[config.mk]
export PLATFORM = sky130hd
export DESIGN_NAME = seq_divider
export DESIGN_NICKNAME = d
export VERILOG_FILES = /design/src/rtl/seq_divider_pkg.sv /design/src/rtl/div_sub_stage.sv /design/src/rtl/seq_divider.sv
export SDC_FILE = /design/constraint.sdc
export NUM_CORES = 1
export LEC_CHECK = 0
export ABC_AREA = 1
export CELL_PAD_IN_SITES_DETAIL_PLACEMENT = 0
export CELL_PAD_IN_SITES_GLOBAL_PLACEMENT = 1
export CORE_UTILIZATION = 39
export CTS_CLUSTER_SIZE = 8
export DETAILED_ROUTE_END_ITERATION = 16
export HOLD_SLACK_MARGIN = 0.06
export PLACE_DENSITY = 0.85
export SETUP_SLACK_MARGIN = 0.15
export SLEW_MARGIN = 30
export SYNTH_ARGS = -nofsm -noshare
export SYNTH_HDL_FRONTEND = slang
export SYNTH_HIERARCHICAL = 1
export SYNTH_SLANG_ARGS = --single-unit
[constraint.sdc]
create_clock -name clk -period 2.55 [get_ports clk]
set_input_delay 0.51 -clock clk [delete_from_list [all_inputs] [get_ports clk]]
set_output_delay 0.51 -clock clk [all_outputs]
set_load 0.005 [all_outputs]
[src/rtl/seq_divider_pkg.sv]
// seq_divider_pkg: shared width default, FSM states and counter sizing for the divider
package seq_divider_pkg;
  localparam int DEF_WIDTH = 32;
  localparam int CNT_W = $clog2(DEF_WIDTH);
  typedef enum logic [1:0] {IDLE, RUN, DONE} state_t;
  function automatic int cnt_width(input int w);
    return (w > 1) ? $clog2(w) : 1;
  endfunction
endpackage

[src/rtl/div_sub_stage.sv]
// div_sub_stage: a + ~b + cin with carry-out, used as the restoring-division trial subtract
module div_sub_stage #(
  parameter int WIDTH = 33
) (
  input  logic [WIDTH-1:0] a,
  input  logic [WIDTH-1:0] b,
  input  logic             cin,
  output logic [WIDTH-1:0] sum,
  output logic             cout
);
  assign {cout, sum} = {1'b0, a} + {1'b0, ~b} + {{WIDTH{1'b0}}, cin};
endmodule

[src/rtl/seq_divider.sv]
// seq_divider: unsigned restoring divider, one quotient bit per clock, MSB first
module seq_divider
  import seq_divider_pkg::*;
#(
  parameter int WIDTH = DEF_WIDTH
) (
  input  logic             clk,
  input  logic             rst_n,
  input  logic             start,
  input  logic [WIDTH-1:0] dividend,
  input  logic [WIDTH-1:0] divisor,
  output logic             busy,
  output logic             done,
  output logic [WIDTH-1:0] quotient,
  output logic [WIDTH-1:0] remainder,
  output logic             div_by_zero
);
  localparam int CW = cnt_width(WIDTH);
  state_t state, state_n;
  logic [CW-1:0] cnt;
  logic [WIDTH-1:0] dvd, dsr;
  logic [WIDTH:0] part, shifted, trial, part_n;
  logic cout, accept, last, zero_div;
  assign accept = start && state != RUN;
  assign last = cnt == CW'(WIDTH - 1);
  assign zero_div = divisor == '0;
  assign shifted = (part << 1) | (WIDTH + 1)'(dvd[WIDTH-1]);
  assign part_n = cout ? trial : shifted;
  div_sub_stage #(.WIDTH(WIDTH + 1)) u_sub (
    .a(shifted),
    .b({1'b0, dsr}),
    .cin(1'b1),
    .sum(trial),
    .cout(cout)
  );
  always_ff @(posedge clk)
    state <= !rst_n ? IDLE : state_n;
  always_comb begin
    state_n = state == RUN ? (last ? DONE : RUN) : accept ? (zero_div ? DONE : RUN) : IDLE;
    busy = state == RUN;
    done = state == DONE;
  end
  // dvd shifts the dividend out of its MSB while quotient bits fill in from the LSB
  always_ff @(posedge clk)
    if (!rst_n) begin
      cnt <= '0;
      dvd <= '0;
      dsr <= '0;
      part <= '0;
      quotient <= '0;
      remainder <= '0;
      div_by_zero <= 1'b0;
    end else if (accept) begin
      cnt <= '0;
      dvd <= dividend;
      dsr <= divisor;
      part <= '0;
      quotient <= zero_div ? '1 : '0;
      remainder <= zero_div ? dividend : '0;
      div_by_zero <= zero_div;
    end else if (state == RUN) begin
      cnt <= cnt + CW'(1);
      dvd <= {dvd[WIDTH-2:0], cout};
      part <= part_n;
      if (last) begin
        quotient <= {dvd[WIDTH-2:0], cout};
        remainder <= part_n[WIDTH-1:0];
      end
    end
endmodule

Word level (Yosys, flattened, before mapping)
Index checks and enable logic that the tools add are counted.
- register bits: 168
- latch bits: 0
- memory bits (writable): 0
- bits in read-only memories: 0
- output and inout bits: 67
- word-level logic and storage cells: 39
- memories: 0
- add/subtract/negate cells: 3
- multipliers: 0
- div/mod/pow operators: 0
- magnitude comparators: 0
- equal/unequal tests: 4
- shifts and indexed selects: 0
- multiplexer cells: 15
- bitwise operators: 3
- reductions and logical operators: 6
- operators with widths (cell ; count):
    2-to-1 mux 32 bit ; 11
    adder 33 x 33 -> 34 bit ; 1
    adder 34 x 1 -> 34 bit (second input constant) ; 1
    inverter 32 -> 33 bit ; 1
    bitwise OR 33 x 1 -> 33 bit ; 1
    zero test 32 bit ; 1
    2-to-1 mux 2 bit ; 4
    adder 5 x 1 -> 5 bit (second input constant) ; 1
    == test 5 bit (second input constant) ; 1
    nonzero test 2 bit ; 2
    == test 2 x 1 -> 1 bit (second input constant) ; 1
    == test 2 bit (second input constant) ; 1
    != test 2 x 1 -> 1 bit (second input constant) ; 1
    AND reduction 2 bit ; 1
    OR reduction 2 bit ; 1
    logical AND 1 bit ; 1
    inverter 1 bit ; 1

Longest topological paths before layout
Gate-level depths: netlist of run 1.
- depth after elaboration: 7
- mapped depth: 17

Hierarchy
Netlist of run 1, hierarchy kept.
- modules (own cells, without submodules) (module ; times used ; cells an instance ; area an instance (um^2) ; sequential area each (um^2)):
    seq_divider ; 1 ; 968 ; 7089.3 ; 3363.2
    div_sub_stage ; 1 ; 572 ; 2641.3 ; 0.0

Worst setup path after synthesis of run 1
No wires, ideal clock.
- path kind: reg2reg
- from: register dsr[0]
- to: register remainder[28]
- arrival time: 2.173 ns
- data required time: 2.431 ns
- path slack: 0.258 ns
- cell stages (with the launch flop): 18
- period minus slack after synthesis: 2.292 ns
- path through: dfxtp_1 inv_1 fa_1 fa_1 nand2_1 nand2_1 nand3_1 nand2_2 nand2_1 nand2_2 nand2_1 nand2_1 nand2_1 nand2_1 nand2_1 nand2_1 o21ai_0 a21oi_1
- word-level cells in the longest chain between the ends: 7
- ends and longest elaborated chain (element ; RTL line ; source):
    from (decl) ; seq_divider.sv:21 ; logic [WIDTH-1:0] dvd, dsr;
    from (signal assigned) ; seq_divider.sv:56 ; dsr <= divisor;
    inverter 32 -> 33 bit ; div_sub_stage.sv:11 ; assign {cout, sum} = {1'b0, a} + {1'b0, ~b} + {{WIDTH{1'b0}}, cin};
    adder 33 x 33 -> 34 bit ; div_sub_stage.sv:11 ;
    adder 34 x 1 -> 34 bit ; div_sub_stage.sv:11 ;
    named net trial[28] ; seq_divider.sv:22 ; logic [WIDTH:0] part, shifted, trial, part_n;
    2-to-1 mux 32 bit ; seq_divider.sv:28 ; assign part_n = cout ? trial : shifted;
    2-to-1 mux 32 bit ; seq_divider.sv:65 ; if (last) begin
    2-to-1 mux 32 bit ; seq_divider.sv:61 ; end else if (state == RUN) begin
    2-to-1 mux 32 bit ; seq_divider.sv:53 ; end else if (accept) begin
    to (signal assigned) ; seq_divider.sv:59 ; remainder <= zero_div ? dividend : '0;
    to (signal assigned) ; seq_divider.sv:67 ; remainder <= part_n[WIDTH-1:0];
    to (decl) ; seq_divider.sv:15 ; output logic [WIDTH-1:0] remainder,
The timed path passes the listed nets, and every way through them passes these cells. The select of a mux whose other input is x is not followed.
A chain may end at the register's enable or synchronous reset.

Worst setup path in the final report of run 1
- from: register dvd[31]
- to: register remainder[26]
- word-level cells in the longest chain between the ends: 7
- ends and longest elaborated chain (element ; RTL line ; source):
    from (decl) ; seq_divider.sv:21 ;
    from (signal assigned) ; seq_divider.sv:55 ; dvd <= dividend;
    from (signal assigned) ; seq_divider.sv:63 ; dvd <= {dvd[WIDTH-2:0], cout};
    bitwise OR 33 x 1 -> 33 bit ; seq_divider.sv:27 ; assign shifted = (part << 1) | (WIDTH + 1)'(dvd[WIDTH-1]);
    adder 33 x 33 -> 34 bit ; div_sub_stage.sv:11 ;
    adder 34 x 1 -> 34 bit ; div_sub_stage.sv:11 ;
    named net trial[26] ; seq_divider.sv:22 ;
    2-to-1 mux 32 bit ; seq_divider.sv:28 ;
    2-to-1 mux 32 bit ; seq_divider.sv:65 ;
    2-to-1 mux 32 bit ; seq_divider.sv:61 ;
    2-to-1 mux 32 bit ; seq_divider.sv:53 ;
The timed path passes the listed nets, and every way through them passes these cells. The select of a mux whose other input is x is not followed.

==> flow_metrics.tcl, run 1 <==
set metrics [dict create \
    max_cap_violations 0 \
    grt_usage 0.237 \
    synthCells 1524 \
    path_class "flop to flop" \
    report.final.slew_viol_count 0 \
    synth_area_um2 9660 \
    p_switching_mw 2.90 \
    cts_root_buffer "clkbuf_16" \
    ctsHoldBuffers 0 \
    rows 57 \
    final_hold_viol_count 0 \
    holdPathEnd "cnt[4]" \
    critPathMaxFanout 3 \
    p_clk_frac 0.316 \
    drc 0 \
    fin_crit_sh 0.902 \
    vias 10000 \
    wl_per_cell_um 15.4 \
    ys.warnings.count 6 \
    grt_start_max_net_pins 129 \
    final_nets 1747 \
    min_path_cells 2 \
    whs_ns 0.469 \
    finalSetupTns_ns 0 \
    p_per_area_nw_per_um2 639 \
    end_kind "flop" \
    cts_inserted_buffers 17 \
    grt_setup_unrepaired "true" \
    initial_core_util 0.397 \
    drt_first_pass_iters 6 \
    wirelength_mm 30.4 \
    tightest_slew_ns 0.704 \
    syn_area_per_cell_um2 6.34 \
    antennaDiodeCount 0 \
    cts_tree "yes" \
    comb_power_share 0.317 \
    setup_viol 0 \
    final_common_cell "nand2_1" \
    post-place-cells 1939 \
    r2r_setup_slack_ns 0.25 \
    finalCriticalPeriod_ns 2.30 \
    core_um2 24300 \
    io_buffer_count 133 \
    cts.sinks 168 \
    syn-num-nets 1627 \
    reg2reg_to "remainder[26]" \
    max_freq_mhz 435 \
    slew_headroom 0.531 \
    drtAntennaViolNets 0 \
    power.internal_mw 5.17 \
    hpwl_mm 21.6 \
    crit_required_ns 2.88 \
    p_seq_frac 0.367 \
    cts_max_level 4 \
    clk_pin_slew_ns 0.07 \
    peakVddDrop_uv 355 \
    worstPathArrival_ns 2.63 \
    grt_pass1_vias 9360 \
    crit_path_start_kind "flop" \
    io_pins 134 \
    most-common-layout-cells "407 x nand2_1, 197 x inv_1, 164 x dfxtp_1" \
    hold_start "cnt[4]" \
    grt_first_pass_wirelength_mm 48.5 \
    antenna_found_initial 0 \
    clock_skew_ns 0.0185 \
    reg2reg_depth 13 \
    vias_per_cell 5.05 \
    p_leak_nw 5.85 \
    hp-class "flop to flop" \
    clkLatencyLatePin_ns 0.44 \
    syn_to_final_growth_pct 30.6 \
    post_layout_nonfiller_instances 1981 \
    reg2reg_from "dvd[31]" \
    die_width_um 159 \
    die_y_um 159 \
    routabilityCongestion 0.895 \
    grt_overflow 0 \
    swShare 0.359 \
    status "finished, final reports clean" \
    drt-initial-drc-count 704 \
    dieArea_um2 25400 \
    clockBufferDepth 2 \
    drive_gt1_frac 0.122 \
]
-- critical path, cell delays in order (launching register included) --
cell and delay (ns):
dfxtp_2 0.33, fa_2 0.41, fa_2 0.39, buf_4 0.16
nand3_1 0.10, nand3_2 0.12, nand2_2 0.13, nand3_1 0.07
nand2_1 0.07, nand2_1 0.05, nand2_1 0.09, nand2_2 0.08
o21ai_2 0.13, a21oi_1 0.08
-- state kept, by name, indices dropped and copies added (netlist names) --
signal	count
cnt	5
state	2
dvd	32
quotient	32
div_by_zero	1
remainder	32
dsr	32
part	32
-- how the worst max path moves through the flow --
stage / end / startpoint / slack [ns]
after floorplan: remainder[28] / dsr[0] / 0.26
after detailed placement: remainder[26] / dsr[0] / 0.008
after global routing: remainder[24] / dvd[31] / 0.1
final: remainder[26] / dvd[31] / 0.25
after global placement: remainder[26] / dsr[0] / 0.03
after CTS: remainder[26] / dsr[0] / 0.12
-- layer usage --
| layer | routed length, µm | up-vias | GRT usage | share of wire |
|---|---|---|---|---|
| met1 | 14200 | 4624 | 0.316 | 0.46 |
| met2 | 14500 | 251 | 0.402 | 0.48 |
| met5 | 0 | - | 0 | 0 |
| met3 | 1380 | 23 | 0.0331 | 0.045 |
| met4 | 389 | 0 | 0.0616 | 0.013 |
| li1 | - | 5114 | - | - |
-- what timing repair did --
item,4_1_cts,5_1_grt
buffers inserted,2,4
cloned,1,3
pin swaps,3,48
resized for setup,22,104
setup endpoints to repair,23,51
-- power groups by stage --
| stage | registers (mW) | clock network, mW | logic, mW |
|---|---|---|---|
| 2_1_floorplan | 2.97 | 0 | 1.40 |
| 3_3_place_gp | 3.00 | 0 | 2.19 |
| 3_5_place_dp | 3.00 | 0 | 2.20 |
| 4_1_cts | 2.95 | 2.58 | 2.29 |
| 5_1_grt | 2.98 | 2.69 | 2.83 |
| 6_report | 2.96 | 2.55 | 2.56 |
-- area by class of cell --
cell class              count  area (µm²)
clock buffers              17         425
clock inverters            15         159
fillers                  2476       11700
inverters                 205         772
multi-input cells        1074        5640
flip-flops and latches    168        3370
well taps                 324         405
repair buffers            178        1840
-- through the flow --
stage | setup slack, ns | power (mW) | utilization | instance area, µm²
6_report | 0.249 | 8.06 | 0.519 | 12600
5_1_grt | 0.0969 | 8.50 | 0.519 | 12600
4_1_cts | 0.118 | 7.82 | 0.498 | 12100
3_5_place_dp | 0.00806 | 5.20 | 0.468 | 11400
3_3_place_gp | 0.0262 | 5.19 | 0.468 | 11400
2_1_floorplan | 0.258 | 4.37 | - | 9660
No activity file was read; power rests on OpenSTA's default activity.
==> run 2: changes to the inputs <==
- SKIP_CTS_REPAIR_TIMING: not set -> 1
- clock period: 2.55 -> 2.6 ns (I/O delays scaled with it)
==> run 2 against run 1 <==
Highest routed layer unchanged. Fmax decreased by 2.7%. First-iteration DRC count fell by 23%. Utilization fell by 0.28 points. Worst setup slack got worse by 0.013 ns. Cell count is 0.25% lower. Wire length fell by 0.65%. Count of clock-buffer cells in the layout grew 1. Final area shrank 0.54%. Combinational power decreased by 5%. Via count decreased by 1.3%. Sequential share of layout area up 0.16 points. Largest power group unchanged. Non-clock buffer count is 5 lower.
==> flow_metrics.tcl, run 2 (synthesized netlist as in run 1, its figures left out) <==
set metrics [dict create \
    drt-initial-drc-count 543 \
    drc 0 \
    report.final.slew_viol_count 0 \
    place_area_um2 11400 \
    hpwl_mm 21.5 \
    critPathMaxFanout 3 \
    status "finished, final reports clean" \
    wl_per_cell_um 15.3 \
    slowest_delay_ns 0.42 \
    fin_crit_sh 0.909 \
    grt_overflow 0 \
    slowest_stage "fa_2" \
    clockBufferDepth 2 \
    swShare 0.359 \
    cts_tree "yes" \
    p_clk_frac 0.320 \
    clkLatencyLatePin_ns 0.43 \
    worst-path-buf-inv 0 \
    io_pins 134 \
    max_freq_mhz 423 \
    cts_root_buffer "clkbuf_16" \
    hp-class "flop to flop" \
    routabilityCongestion 0.886 \
    grt_setup_unrepaired "true" \
    fin_ws_ns 0.236 \
    min_path_cells 2 \
    grt_start_max_net_pins 129 \
    drive_gt1_frac 0.118 \
    p_seq_frac 0.370 \
    grt_pass1_vias 9358 \
    antenna_found_initial 0 \
    p_per_area_nw_per_um2 625 \
    final_hold_viol_count 0 \
    drtAntennaViolNets 0 \
    path_class "flop to flop" \
    vias_per_cell 5.00 \
    initial_core_util 0.397 \
    p_total_mw 7.84 \
    max_cap_violations 0 \
    post-place-ws_ns 0.0942 \
    grt_first_pass_wirelength_mm 47.3 \
    comb_power_share 0.310 \
    slew_headroom 0.512 \
    cp_common_cell "nand2_1" \
    clk_pin_slew_ns 0.07 \
    vias 9881 \
    n_fill_cell 2504 \
    io_buffer_count 133 \
    finalCriticalPeriod_ns 2.36 \
    cp_top_family "simple AND/OR/NAND/NOR gates" \
    crit_path_cell_trace "fa_2, fa_2, nand2_1, nand2_1, nand3_1, nand2_2, nand2_1, nand2_2, nand2_2, nand2_1, nand2_1, nand2_1, nand2_2, nand2_1, o21ai_1, a21oi_1" \
    reg2reg_from "dvd[31]" \
    dieArea_um2 25400 \
    clock_skew_ns 0.0121 \
    final_common_cell "nand2_1" \
    cts.sinks 168 \
    reg2reg_depth 16 \
    reg2reg_to "remainder[28]" \
    finalSetupTns_ns 0 \
    peakVddDrop_uv 443 \
    tightest_slew_ns 0.732 \
    syn_to_final_growth_pct 29.9 \
    p_switching_mw 2.81 \
    antennaDiodeCount 0 \
    cts_inserted_buffers 17 \
    grt_usage 0.232 \
    drt_first_pass_iters 5 \
    p_leak_nw 5.80 \
    crit_path_start_kind "flop" \
    post-route-util 0.516 \
    r2r_setup_slack_ns 0.24 \
    most-common-layout-cells "410 x nand2_1, 197 x inv_1, 163 x o21ai_0" \
    final_nets 1742 \
    worstPathArrival_ns 2.68 \
    power.internal_mw 5.03 \
    die_y_um 159 \
    die_width_um 159 \
    hold_start "dsr[0]" \
    rows 57 \
    wirelength_mm 30.2 \
    setup_viol 0 \
    crit_required_ns 2.91 \
    core_um2 24300 \
    fin_area_um2 12500 \
    end_kind "flop" \
    cts_max_level 4 \
    holdPathEnd "dsr[0]" \
]
[run 2: metal layers]
| layer | track usage | vias to the layer above | share of wire |
|---|---|---|---|
| met4 | 0.0660 | 0 | 0.017 |
| met1 | 0.306 | 4527 | 0.46 |
| met5 | 0 | - | 0 |
| met2 | 0.396 | 216 | 0.49 |
| met3 | 0.0284 | 33 | 0.037 |
| li1 | - | 5105 | - |
[run 2: how the worst max path moves through the flow]
stage | startpoint | to | slack [ns] | cells past startpoint
CTS | dsr[0] | remainder[24] | 0.08 | 17
global placement | dsr[0] | remainder[24] | 0.13 | 17
finish | dvd[31] | remainder[28] | 0.24 | 16
floorplan | dsr[0] | remainder[28] | 0.31 | 17
detailed placement | dvd[31] | remainder[20] | 0.09 | 16
global route | dsr[31] | remainder[21] | 0.11 | 12
[run 2: area by class of cell]
class,instances,area (µm²),share of cell area
Sequential cell,168,3370,0.269
Tap cell,324,405,0.0323
Clock inverter,14,151,0.0121
Timing Repair Buffer,173,1770,0.141
Inverter,205,777,0.0619
Clock buffer,18,429,0.0342
Multi-Input combinational cell,1074,5640,0.450
[run 2: worst min-delay path: cells and delay by family (launching register included)]
kind | cells | cell delay [ns]
DFF | 1 | 0.33
and+or+nand+nor | 2 | 0.12
[run 2: stage by stage]
stage,instances,hold WS [ns]
finish,1976,0.476
CTS,1970,0.470
global placement,1938,0.453
floorplan,1524,0.445
global route,1976,0.488
detailed placement,1938,0.457
[run 2: power groups by stage]
stage                     combinational [mW]  clock, mW  sequential (mW)
after floorplan                         1.37          0             2.92
after global placement                  2.14          0             2.94
after detailed placement                2.14          0             2.94
after CTS                               2.16       2.54             2.89
after global routing                    2.71       2.65             2.93
final                                   2.43       2.51             2.90
==> run 3: changes to the inputs <==
- clock period: 2.6 -> 2.3 ns (I/O delays scaled with it)
==> run 3 against run 2 <==
The flow now finishes with violations (negative setup slack). Hold slack worse by 0.041 ns. Cell count up 3.9%. Critical path depth fell by 2. Combinational power increased by 42%. Clock skew grew 0.0018 ns. Register-to-register slack worse by 0.31 ns. Sequential power is 14% higher. Fmax fell by 0.44%. Final area up 9.7%. Clock power grew 14%. Wire length is 4.5% higher. Global-route usage increased by 0.34 points. Critical path type unchanged. Largest cell class unchanged. Highest routed layer unchanged.
==> flow_metrics.tcl, run 3 (synthesized netlist as in run 1, its figures left out) <==
set metrics [dict create \
    fin_area_um2 13800 \
    most-common-layout-cells "360 x nand2_1, 185 x inv_1, 159 x o21ai_0" \
    grt_pass1_vias 9513 \
    r2r_setup_slack_ns -0.07 \
    drc 0 \
    finalCriticalPeriod_ns 2.37 \
    antennaDiodeCount 0 \
    peakVddDrop_uv 612 \
    grt_setup_unrepaired "true" \
    report.final.slew_viol_count 0 \
    cts_inserted_buffers 17 \
    antenna_found_initial 0 \
    initial_core_util 0.397 \
    slew_headroom 0.614 \
    post-place-ws_ns -0.121 \
    wirelength_mm 31.6 \
    path_class "flop to flop" \
    n_fill_cell 2325 \
    critPathMaxFanout 3 \
    io_pins 134 \
    p_total_mw 9.59 \
    vias_per_cell 5.02 \
    worstPathArrival_ns 2.74 \
    final_hold_viol_count 0 \
    dieArea_um2 25400 \
    tightest_slew_ns 0.579 \
    core_um2 24300 \
    setup_viol 8 \
    final_common_cell "nand2_1" \
    syn_to_final_growth_pct 42.4 \
    grt_start_max_net_pins 81 \
    crit_required_ns 2.66 \
    final_nets 1821 \
    io_buffer_count 133 \
    routabilityCongestion 0.937 \
    crit_path_start_kind "flop" \
    hp-class "primary input to flop" \
    drive_gt1_frac 0.231 \
    drt_first_pass_iters 5 \
    post_layout_nonfiller_instances 2054 \
    wl_per_cell_um 15.4 \
    cts_tree "yes" \
    regArea_um2 3410 \
    max_cap_violations 0 \
    drt-initial-drc-count 722 \
    end_kind "flop" \
    p_per_area_nw_per_um2 697 \
    status "finished, violations left" \
    clk_pin_slew_ns 0.07 \
    place_area_um2 11800 \
    fin_ws_ns -0.0744 \
    max_freq_mhz 421 \
    rows 57 \
    hpwl_mm 22.4 \
    clockBufferDepth 2 \
    cts_root_buffer "clkbuf_16" \
    grt_first_pass_wirelength_mm 47.8 \
    multi_input_area_um2 6130 \
    clock_skew_ns 0.0139 \
    cts.sinks 168 \
    grt_overflow 0 \
    vias 10300 \
    fin_crit_sh 1.03 \
    grt_usage 0.235 \
    p_leak_nw 6.36 \
    violations "negative setup slack" \
    clkLatencyLatePin_ns 0.44 \
    die_y_um 159 \
    drtAntennaViolNets 0 \
    post-place-cells 1999 \
    die_width_um 159 \
    cts_max_level 4 \
]
## run 3: routing by layer
| layer | up-vias | wire length (µm) | track usage |
|---|---|---|---|
| met4 | 0 | 629 | 0.0774 |
| met2 | 253 | 15300 | 0.400 |
| met3 | 37 | 1250 | 0.0362 |
| met5 | - | 0 | 0 |
| li1 | 5275 | - | - |
| met1 | 4744 | 14400 | 0.303 |
## run 3: worst paths after layout
check,startpoint,end,depth (start not counted)
max,dsr[0],remainder[12],14
max reg2reg,dsr[0],remainder[12],14
min reg2reg,cnt[4],cnt[4],2
min,rst_n,state[1],3
## run 3: critical path, stage by stage, from the launching register on
cell and delay, ns:
dfxtp_2 0.34, inv_2 0.04, fa_2 0.37, fa_2 0.43
nand2_2 0.08, nand2_2 0.08, nand3_2 0.08, nand2_2 0.07
nand2_2 0.10, nand2_4 0.07, xor2_1 0.20, nand2_1 0.11
nand2_1 0.08, o21ai_1 0.07, a21oi_1 0.17
## run 3: layout make-up
type,instances,area share
timing repair buffer,252,0.179
sequential,168,0.248
clock buffer,18,0.0319
tap,324,0.0295
clock inverter,13,0.00964
inverter,205,0.0572
multi-input combinational,1074,0.445
## run 3: where the power goes
part / leakage (nW) / switching [mW] / internal (mW)
logic: 4.69 / 1.93 / 1.51
clock network: 0.274 / 1.30 / 1.55
registers: 1.40 / 0.169 / 3.14
total: 6.36 / 3.40 / 6.20
## run 3: stage by stage
step / setup TNS (ns) / util / hold WS (ns)
final: -0.301 / 0.566 / 0.435
after global routing: -3.03 / 0.566 / 0.458
after CTS: -2.44 / 0.510 / 0.430
after detailed placement: -5.11 / 0.487 / 0.459
after global placement: -3.16 / 0.487 / 0.454
after floorplan: 0 / - / 0.445
==> RTL change: new RTL, settings of run 2 <==
Reset style: asynchronous (`rst_n`), changed in one clocked block.
--- a/src/rtl/seq_divider.sv
+++ b/src/rtl/seq_divider.sv
@@ -41,7 +41,7 @@
     done = state == DONE;
   end
   // dvd shifts the dividend out of its MSB while quotient bits fill in from the LSB
-  always_ff @(posedge clk)
+  always_ff @(posedge clk or negedge rst_n)
     if (!rst_n) begin
       cnt <= '0;
       dvd <= '0;
Behaviour: differs if rst_n is asserted again (counterexample within 4 cycles, from zero or initial values and one cycle with rst_n low); with rst_n held inactive, the same outputs for 10 cycles.
==> RTL change against run 2 <==
  * Sequential share of layout area is 3.0 points higher
  * Global-route usage up 0.98 points
  * Worst setup slack worse by 160 ps
  * Wire length rose by 9.5%
  * Cell count rose by 3.7%
  * Area after synthesis rose by 4.8%
  * Final area up 12%
  * Clock skew decreased by 0.62 ps
  * Sequential cell count unchanged
  * Count of clock-buffer cells in the layout fell by 1
  * Largest cell class unchanged
Power is not compared: it rests on default switching activity, and its combinational part moved more than twofold at a synthesized area within 25%.
==> RTL change: results (changes against run 2) <==
[status]
outcome = completed  ; unchanged

[place]
gp_congestion = 0.883  ; was 0.886
dp_hpwl_um = 22600  ; was 21,500 µm

[logic_synthesis]
syn_nets = 1587  ; was 1,627
yosysWarnings = 6  ; unchanged

[clock_network]
clockBufferDepth = 2  ; unchanged
cts-buffers-inserted = 17  ; unchanged
root_buffer = clkbuf_16  ; unchanged
clkTransAtPathRegs_ps = 80

[power]
vdd_drop_max_uv = 537

[detailed_routing]
vias = 10200  ; was 9,881
drtPass1Iterations = 8  ; was 5
ant_nets = 0  ; unchanged
drt_iter0_drc = 772  ; was 543
wire_per_inst_um = 16.2  ; was 15.3 µm

[worst_setup_path]
critPathSlowestCell = dfrtp_1  ; was fa_2
critPathMaxFanout = 6  ; was 3

[global_routing]
grt_start_max_net_pins = 85  ; was 129
grt_pass1_vias = 9529  ; was 9,358
grt_pass1_wl_um = 50000  ; was 47,300 µm
grt_usage_pct = 24.1  ; was 23.2%

[finish]
fin_nets = 1809  ; was 1,742
drive_above_1_share_pct = 18.8  ; was 11.8%
diodes = 0  ; unchanged
fill_cells = 2331  ; was 2,504

[min_path]
hp-class = reg2reg  ; unchanged

[sta]
worst_slew_pin_slew_ps = 571  ; was 732 ps
finClkSkew_ps = 11.4  ; was 12.1 ps

## RTL change: power by group
group	switching [W]	total (W)	internal, W
sequential	0.000465	0.00362	0.00315
clock	0.00133	0.00263	0.00130
combinational	0.00387	0.00709	0.00322
## RTL change: final timing paths
path	depth (start not counted)	end	from	slack, ps
hold / removal	2	dsr[22]	dsr[22]	470
max in group asynchronous	3	part[17]	rst_n	1220
setup reg to reg	13	remainder[7]	part[3]	80
setup / recovery	13	remainder[7]	part[3]	80
hold reg to reg	2	dsr[22]	dsr[22]	470
min in group asynchronous	2	quotient[28]	rst_n	570
## RTL change: layout make-up
| cell class | instances | share of cell area, % |
|---|---|---|
| multi-input combinational | 1033 | 39.1 |
| sequential | 168 | 29.9 |
| timing repair buffer | 260 | 17.7 |
| inverter | 225 | 6.08 |
| clock buffer | 17 | 3.03 |
| tap | 330 | 2.94 |
| clock inverter | 15 | 1.25 |
| timing repair inverter | 1 | 0.0623 |
## RTL change: routing by layer
layer  vias up  routed length (µm)  GRT usage [%]
met1      4781               14900           34.3
met5         -                   0              0
met4         0                 511           5.40
met3        42                2380           4.70
met2       351               15300           37.8
li1       5020                   -              -
## RTL change: stage by stage
| step | cells | worst slack, ps | cell area (µm²) | setup TNS (ps) |
|---|---|---|---|---|
| finish | 2049 | 78.7 | 14100 | 0 |
| global placement | 1987 | -152 | 12400 | -200 |
| detailed placement | 1987 | -144 | 12400 | -263 |
| global route | 2049 | -26.8 | 14100 | -71.4 |
| floorplan | 1484 | 158 | 10100 | 0 |
| CTS | 2019 | -154 | 13000 | -497 |
